===== config.mk =====
export PLATFORM = sky130hd
export DESIGN_NAME = pump_controller
export DESIGN_NICKNAME = d
export VERILOG_FILES = /design/src/rtl/pump_controller_pkg.sv /design/src/rtl/pump_controller_level_debounce.sv /design/src/rtl/pump_controller.sv
export SDC_FILE = /design/constraint.sdc
export NUM_CORES = 1
export LEC_CHECK = 0
export CAP_MARGIN = 20
export CORE_ASPECT_RATIO = 1.75
export CORE_MARGIN = 2
export CORE_UTILIZATION = 35
export CTS_CLUSTER_DIAMETER = 120
export CTS_CLUSTER_SIZE = 8
export DETAILED_ROUTE_END_ITERATION = 10
export SYNTH_ARGS = -nofsm -noshare
export SYNTH_HDL_FRONTEND = slang
export SYNTH_SLANG_ARGS = --single-unit

===== constraint.sdc =====
create_clock -name clk -period 5.4 [get_ports clk]
set_input_delay 1.08 -clock clk [delete_from_list [all_inputs] [get_ports clk]]
set_output_delay 1.08 -clock clk [all_outputs]
set_load 0.02 [all_outputs]

===== src/rtl/pump_controller_pkg.sv =====
// +-------------------------------------------------------------------------+
// | pump_controller_pkg : level/state encodings, defaults, raw flag decode   |
// | Revision: 1.0                                                            |
// +-------------------------------------------------------------------------+
`default_nettype none

package pump_controller_pkg;

   localparam logic [2:0] LVL_EMPTY   = 3'd0;
   localparam logic [2:0] LVL_MID     = 3'd1;
   localparam logic [2:0] LVL_HALF    = 3'd2;
   localparam logic [2:0] LVL_FULL    = 3'd3;
   localparam logic [2:0] LVL_ILLEGAL = 3'd4;

   typedef enum logic [1:0] {
      ST_OFF   = 2'd0,
      ST_FILL  = 2'd1,
      ST_COOL  = 2'd2,
      ST_FAULT = 2'd3
   } state_e;

   localparam int DEF_DEBOUNCE     = 4;
   localparam int DEF_MIN_OFF      = 16;
   localparam int DEF_FILL_TIMEOUT = 64;
   localparam int DEF_CNT_W        = 16;

   // Empty asserted together with half or full cannot happen on a healthy sensor.
   function automatic logic [2:0] decode_level(input logic full, input logic half,
                                               input logic empty);
      logic [2:0] code;
      case ({full, half, empty})
         3'b001:         code = LVL_EMPTY;
         3'b000:         code = LVL_MID;
         3'b010:         code = LVL_HALF;
         3'b100, 3'b110: code = LVL_FULL;
         default:        code = LVL_ILLEGAL;
      endcase
      return code;
   endfunction

endpackage

`default_nettype wire


===== src/rtl/pump_controller_level_debounce.sv =====
// +-------------------------------------------------------------------------+
// | pump_controller_level_debounce : qualifies raw level flags by stability  |
// | Revision: 1.0                                                            |
// +-------------------------------------------------------------------------+
`default_nettype none

module pump_controller_level_debounce
   import pump_controller_pkg::*;
#(
   parameter int DEBOUNCE = DEF_DEBOUNCE,
   parameter int CNT_W    = DEF_CNT_W
) (
   input  logic       clk,
   input  logic       rst,
   input  logic       full_i,
   input  logic       half_i,
   input  logic       empty_i,
   output logic [2:0] level_o
);

   localparam logic [CNT_W-1:0] CNT_MAX = '1;
   localparam logic [CNT_W-1:0] THRESH  = CNT_W'(DEBOUNCE - 1);

   logic [2:0]       raw_d;
   logic [2:0]       raw_q;
   logic [CNT_W-1:0] cnt_d;
   logic [CNT_W-1:0] cnt_q;
   logic [2:0]       level_q;

   // cnt_d holds (identical consecutive samples - 1) including the one taken this edge.
   always_comb begin
      raw_d = decode_level(full_i, half_i, empty_i);
      cnt_d = cnt_q;
      if (raw_d != raw_q) begin
         cnt_d = '0;
      end else if (cnt_q != CNT_MAX) begin
         cnt_d = cnt_q + CNT_W'(1);
      end
   end

   always_ff @(posedge clk) begin
      if (!rst) begin
         raw_q   <= LVL_MID;
         cnt_q   <= '0;
         level_q <= LVL_MID;
      end else begin
         raw_q <= raw_d;
         cnt_q <= cnt_d;
         if (cnt_d >= THRESH) begin
            level_q <= raw_d;
         end
      end
   end

   assign level_o = level_q;

endmodule

`default_nettype wire


===== src/rtl/pump_controller.sv =====
// +-------------------------------------------------------------------------+
// | pump_controller : debounced level flags driving a fill/cool pump FSM     |
// | Revision: 1.0                                                            |
// +-------------------------------------------------------------------------+
`default_nettype none

module pump_controller
   import pump_controller_pkg::*;
#(
   parameter int DEBOUNCE     = DEF_DEBOUNCE,
   parameter int MIN_OFF      = DEF_MIN_OFF,
   parameter int FILL_TIMEOUT = DEF_FILL_TIMEOUT,
   parameter int CNT_W        = DEF_CNT_W
) (
   input  logic       clk,
   input  logic       rst,
   input  logic       full,
   input  logic       half,
   input  logic       empty,
   input  logic       en,
   input  logic       clr_fault,
   output logic       pump_on,
   output logic       alarm,
   output logic [1:0] state,
   output logic [2:0] level
);

   localparam logic [CNT_W-1:0] TIMER_MAX = '1;
   localparam logic [CNT_W-1:0] FILL_LAST = CNT_W'(FILL_TIMEOUT - 1);
   localparam logic [CNT_W-1:0] COOL_LAST = CNT_W'(MIN_OFF - 1);

   logic [2:0]       level_w;
   state_e           state_q;
   logic [CNT_W-1:0] timer_q;
   logic             half_seen_q;
   logic             pump_on_q;
   logic             alarm_q;

   pump_controller_level_debounce #(
      .DEBOUNCE (DEBOUNCE),
      .CNT_W    (CNT_W)
   ) u_level_debounce (
      .clk     (clk),
      .rst     (rst),
      .full_i  (full),
      .half_i  (half),
      .empty_i (empty),
      .level_o (level_w)
   );

   // Outputs are registered alongside the state so they always match state_q.
   always_ff @(posedge clk) begin
      if (!rst) begin
         state_q     <= ST_OFF;
         timer_q     <= '0;
         half_seen_q <= 1'b0;
         pump_on_q   <= 1'b0;
         alarm_q     <= 1'b0;
      end else begin
         case (state_q)
            ST_OFF: begin
               if (level_w == LVL_EMPTY && en) begin
                  state_q     <= ST_FILL;
                  timer_q     <= '0;
                  half_seen_q <= 1'b0;
                  pump_on_q   <= 1'b1;
               end
            end
            ST_FILL: begin
               if (timer_q != TIMER_MAX) begin
                  timer_q <= timer_q + CNT_W'(1);
               end
               if (level_w == LVL_HALF || level_w == LVL_FULL) begin
                  half_seen_q <= 1'b1;
               end
               if (level_w == LVL_ILLEGAL) begin
                  state_q   <= ST_FAULT;
                  pump_on_q <= 1'b0;
                  alarm_q   <= 1'b1;
               end else if (level_w == LVL_FULL || !en) begin
                  state_q   <= ST_COOL;
                  timer_q   <= '0;
                  pump_on_q <= 1'b0;
               end else if (timer_q == FILL_LAST && !half_seen_q) begin
                  state_q   <= ST_FAULT;
                  pump_on_q <= 1'b0;
                  alarm_q   <= 1'b1;
               end
            end
            ST_COOL: begin
               if (level_w == LVL_ILLEGAL) begin
                  state_q <= ST_FAULT;
                  alarm_q <= 1'b1;
               end else if (timer_q == COOL_LAST) begin
                  state_q <= ST_OFF;
               end else begin
                  timer_q <= timer_q + CNT_W'(1);
               end
            end
            ST_FAULT: begin
               // Recovery goes through COOL so the minimum off time still applies.
               if (clr_fault && level_w != LVL_ILLEGAL) begin
                  state_q <= ST_COOL;
                  timer_q <= '0;
                  alarm_q <= 1'b0;
               end
            end
            default: begin
               state_q <= ST_OFF;
            end
         endcase
      end
   end

   assign pump_on = pump_on_q;
   assign alarm   = alarm_q;
   assign state   = state_q;
   assign level   = level_w;

endmodule

`default_nettype wire

==> flow_summary.toml <==
[outcome]
status = "finished clean"

[critical_path]
path_class = "in -> reg"
worstSetupEndpointType = "register"
max_stage_delay_ns = 0.86
cp_cell_sequence = "clkdlybuf4s50_1 -> nand2_1 -> a221o_1 -> a21oi_1 -> a41oi_1 -> a311oi_1"
crit_path_top_delay_cell = "a21oi_1"
critPathLaunchType = "input port"
critPathMaxFanout = 14
worst_ep_arrival_time_ns = 3.54
critical_path_required_ns = 5.60

[cts]
cts_tree = "yes"
clock_sinks = 43
cts_hold_buf = 0
postCtsSetupBuffers = 0
clk_pin_slew_ns = 0.06
cts_made_buffers = 5
insertion_delay_ns = 0.29
cts_max_level = 2
cts.path.max_buffers = 2
cts_resized = 0
clockRootBuffer = "clkbuf_16"

[final_layout]
final_cells = 422
nets = 347
final_util = 0.404
drive_gt1_frac = 0.0838
n_fill_cell = 797
area_growth_pct = 12.0
antenna_cells = 0

[synth]
yosysTopAreaCellShare = 0.316
ys_types = 68
yosysSeqAreaShare = 0.316
synth_nets = 341
yosys-top-cells-count = "dfxtp_1 (43), nor2_1 (35), nand2_1 (20)"
netlist_area_um2 = 2730
yosysMostFrequentCell = "dfxtp_1"
synth_enable_flop_cells = 0
yosys_warnings = 0
synth_flop_cell = "dfxtp_1"
netlist_instances = 327
async_reset_ff_frac = 0
synthTopCellsByArea = "dfxtp_1 (32%), nor2_1 (4.8%), ha_1 (3.2%)"
yosys_register_bits = 43
yosysTopAreaCell = "dfxtp_1"
synth.avg_cell_area_um2 = 8.34

[detailed_routing]
first_iter_violations = 161
vias = 2576
via_per_inst = 6.10
ant_nets = 0
drc = 0
routed_wl_mm = 6.89
firstDrtPassIters = 4
wl_per_cell_um = 16.3

[power]
switching_share = 0.307
peakVddDrop_mv = 0.177
seqPwrFrac = 0.419
p_leak_nw = 1.07
powerDensity_nw_per_um2 = 290
internal_power_mw = 0.613
pwr-share-clk = 0.364
combPwrFrac = 0.217
p_sw_mw = 0.271

[timing]
drv_slew = 0
whs_ns = 0.486
tightest_slew_ns = 1.10
finalSetupViolCount = 0
fmax_mhz = 299
hold_violations = 0
period_share = 0.619
period_minus_slack_ns = 3.34
slew_headroom = 0.264
skew_ns = 0.00585
setup_tns_ns = 0
rsz0062_at_grt = "false"

[grt]
grt.overflow.total = 0
grt_pass1_wl_mm = 11.6
antenna_found_initial = 0
grt_pass1_vias = 2541
grt_max_degree = 17
track_usage = 0.168

[floorplanning]
initial_core_util = 0.360
fp.dieH_um = 121
die-area_um2 = 8540
fp-row-count = 42
chipWidth_um = 70.7
core_area_um2 = 7570
pin_count = 14

[hold_path]
worstHoldPathType = "reg -> reg"

[placed_design]
dp_hpwl_mm = 5.14
port_buffers = 13
dp_cells = 414
gp_congestion = 0.871

[job]
maxCapViolations = 0
## placed cells by master (no fill, tap or decap), types with 4 or more instances in the layout
cell type        count
inv_1               11
clkdlybuf4s50_1     13
dfxtp_1             43
nand3_1             13
o211a_1              5
mux2i_1              6
nand2b_1             5
a311oi_1             4
and4_1               4
a31oi_1             10
nor2_1              35
and3_1               9
a21oi_1             16
o21ai_0             10
nor3_1              16
nor4_1               5
a21o_1               4
o221a_1              4
clkbuf_16            5
o21a_1               4
ha_1                 7
xnor2_1              4
a211oi_1             7
a41oi_1              5
nand2_1             20
## logic make-up after synthesis
| logic type | after synthesis | share of synthesized area |
|---|---|---|
| and+or+nand+nor | 140 | 0.286 |
| AOI/OAI and AO/OA | 95 | 0.263 |
| xor gates and xnor gates | 7 | 0.0225 |
| DFF | 43 | 0.316 |
| adders and majority gates | 7 | 0.0321 |
| buffers and inverters | 25 | 0.0404 |
| muxes | 10 | 0.0399 |
## final timing paths
path / from / end / slack, ns / cells after the start
worst max-delay path: en / timer_q[2] / 2.06 / 6
worst min-delay path: pump_on / pump_on / 0.49 / 2
worst max register to register: u_level_debounce.cnt_q[0] / u_level_debounce.level_o[0] / 2.53 / 7
worst min register to register: pump_on / pump_on / 0.49 / 2
## power by group through the flow
stage	Combinational [mW]	Sequential (mW)	Clock [mW]
global route	0.212	0.374	0.341
global placement	0.190	0.376	0
floorplan	0.133	0.375	0
detailed placement	0.191	0.377	0
CTS	0.192	0.369	0.330
finish	0.192	0.370	0.322
## metrics by stage
stage / instance area (µm²) / worst slack [ns] / power [mW]
final: 3060 / 2.06 / 0.885
after global routing: 3060 / 1.89 / 0.928
after CTS: 3060 / 2.08 / 0.891
after detailed placement: 2900 / 1.80 / 0.568
after global placement: 2900 / 1.85 / 0.566
after floorplan: 2730 / 2.96 / 0.508
## critical path: cells and delay by family
kind	cells	cell delay (ns)
AOI/OAI and AO/OA	4	1.79
buffers and inverters	1	0.57
and+or+nand+nor	1	0.10
## flip-flops by register name, indices dropped and copies added (netlist names)
register and count:
alarm 1, state 2, u_level_debounce.cnt_q 16, timer_q 16, u_level_debounce.raw_q 3, pump_on 1, u_level_debounce.level_o 3, half_seen_q 1
## layer usage
layer  wire length (µm)  GRT usage  share of wire  vias to the layer above
met1               2650      0.159           0.38                     1241
li1                   -          -              -                     1273
met5                  0          0              0                        -
met4                267      0.107          0.039                        0
met3                162     0.0258          0.024                       17
met2               3810      0.322           0.55                       45
## area by class of cell
class	instances	area [µm²]	share of cell area
Inverter	11	41.3	0.0135
Tap cell	88	110	0.0360
Timing Repair Buffer	13	130	0.0426
Clock buffer	8	156	0.0512
Sequential cell	43	861	0.282
Multi-Input combinational cell	259	1760	0.575
Power figures use the tool's default switching activity.
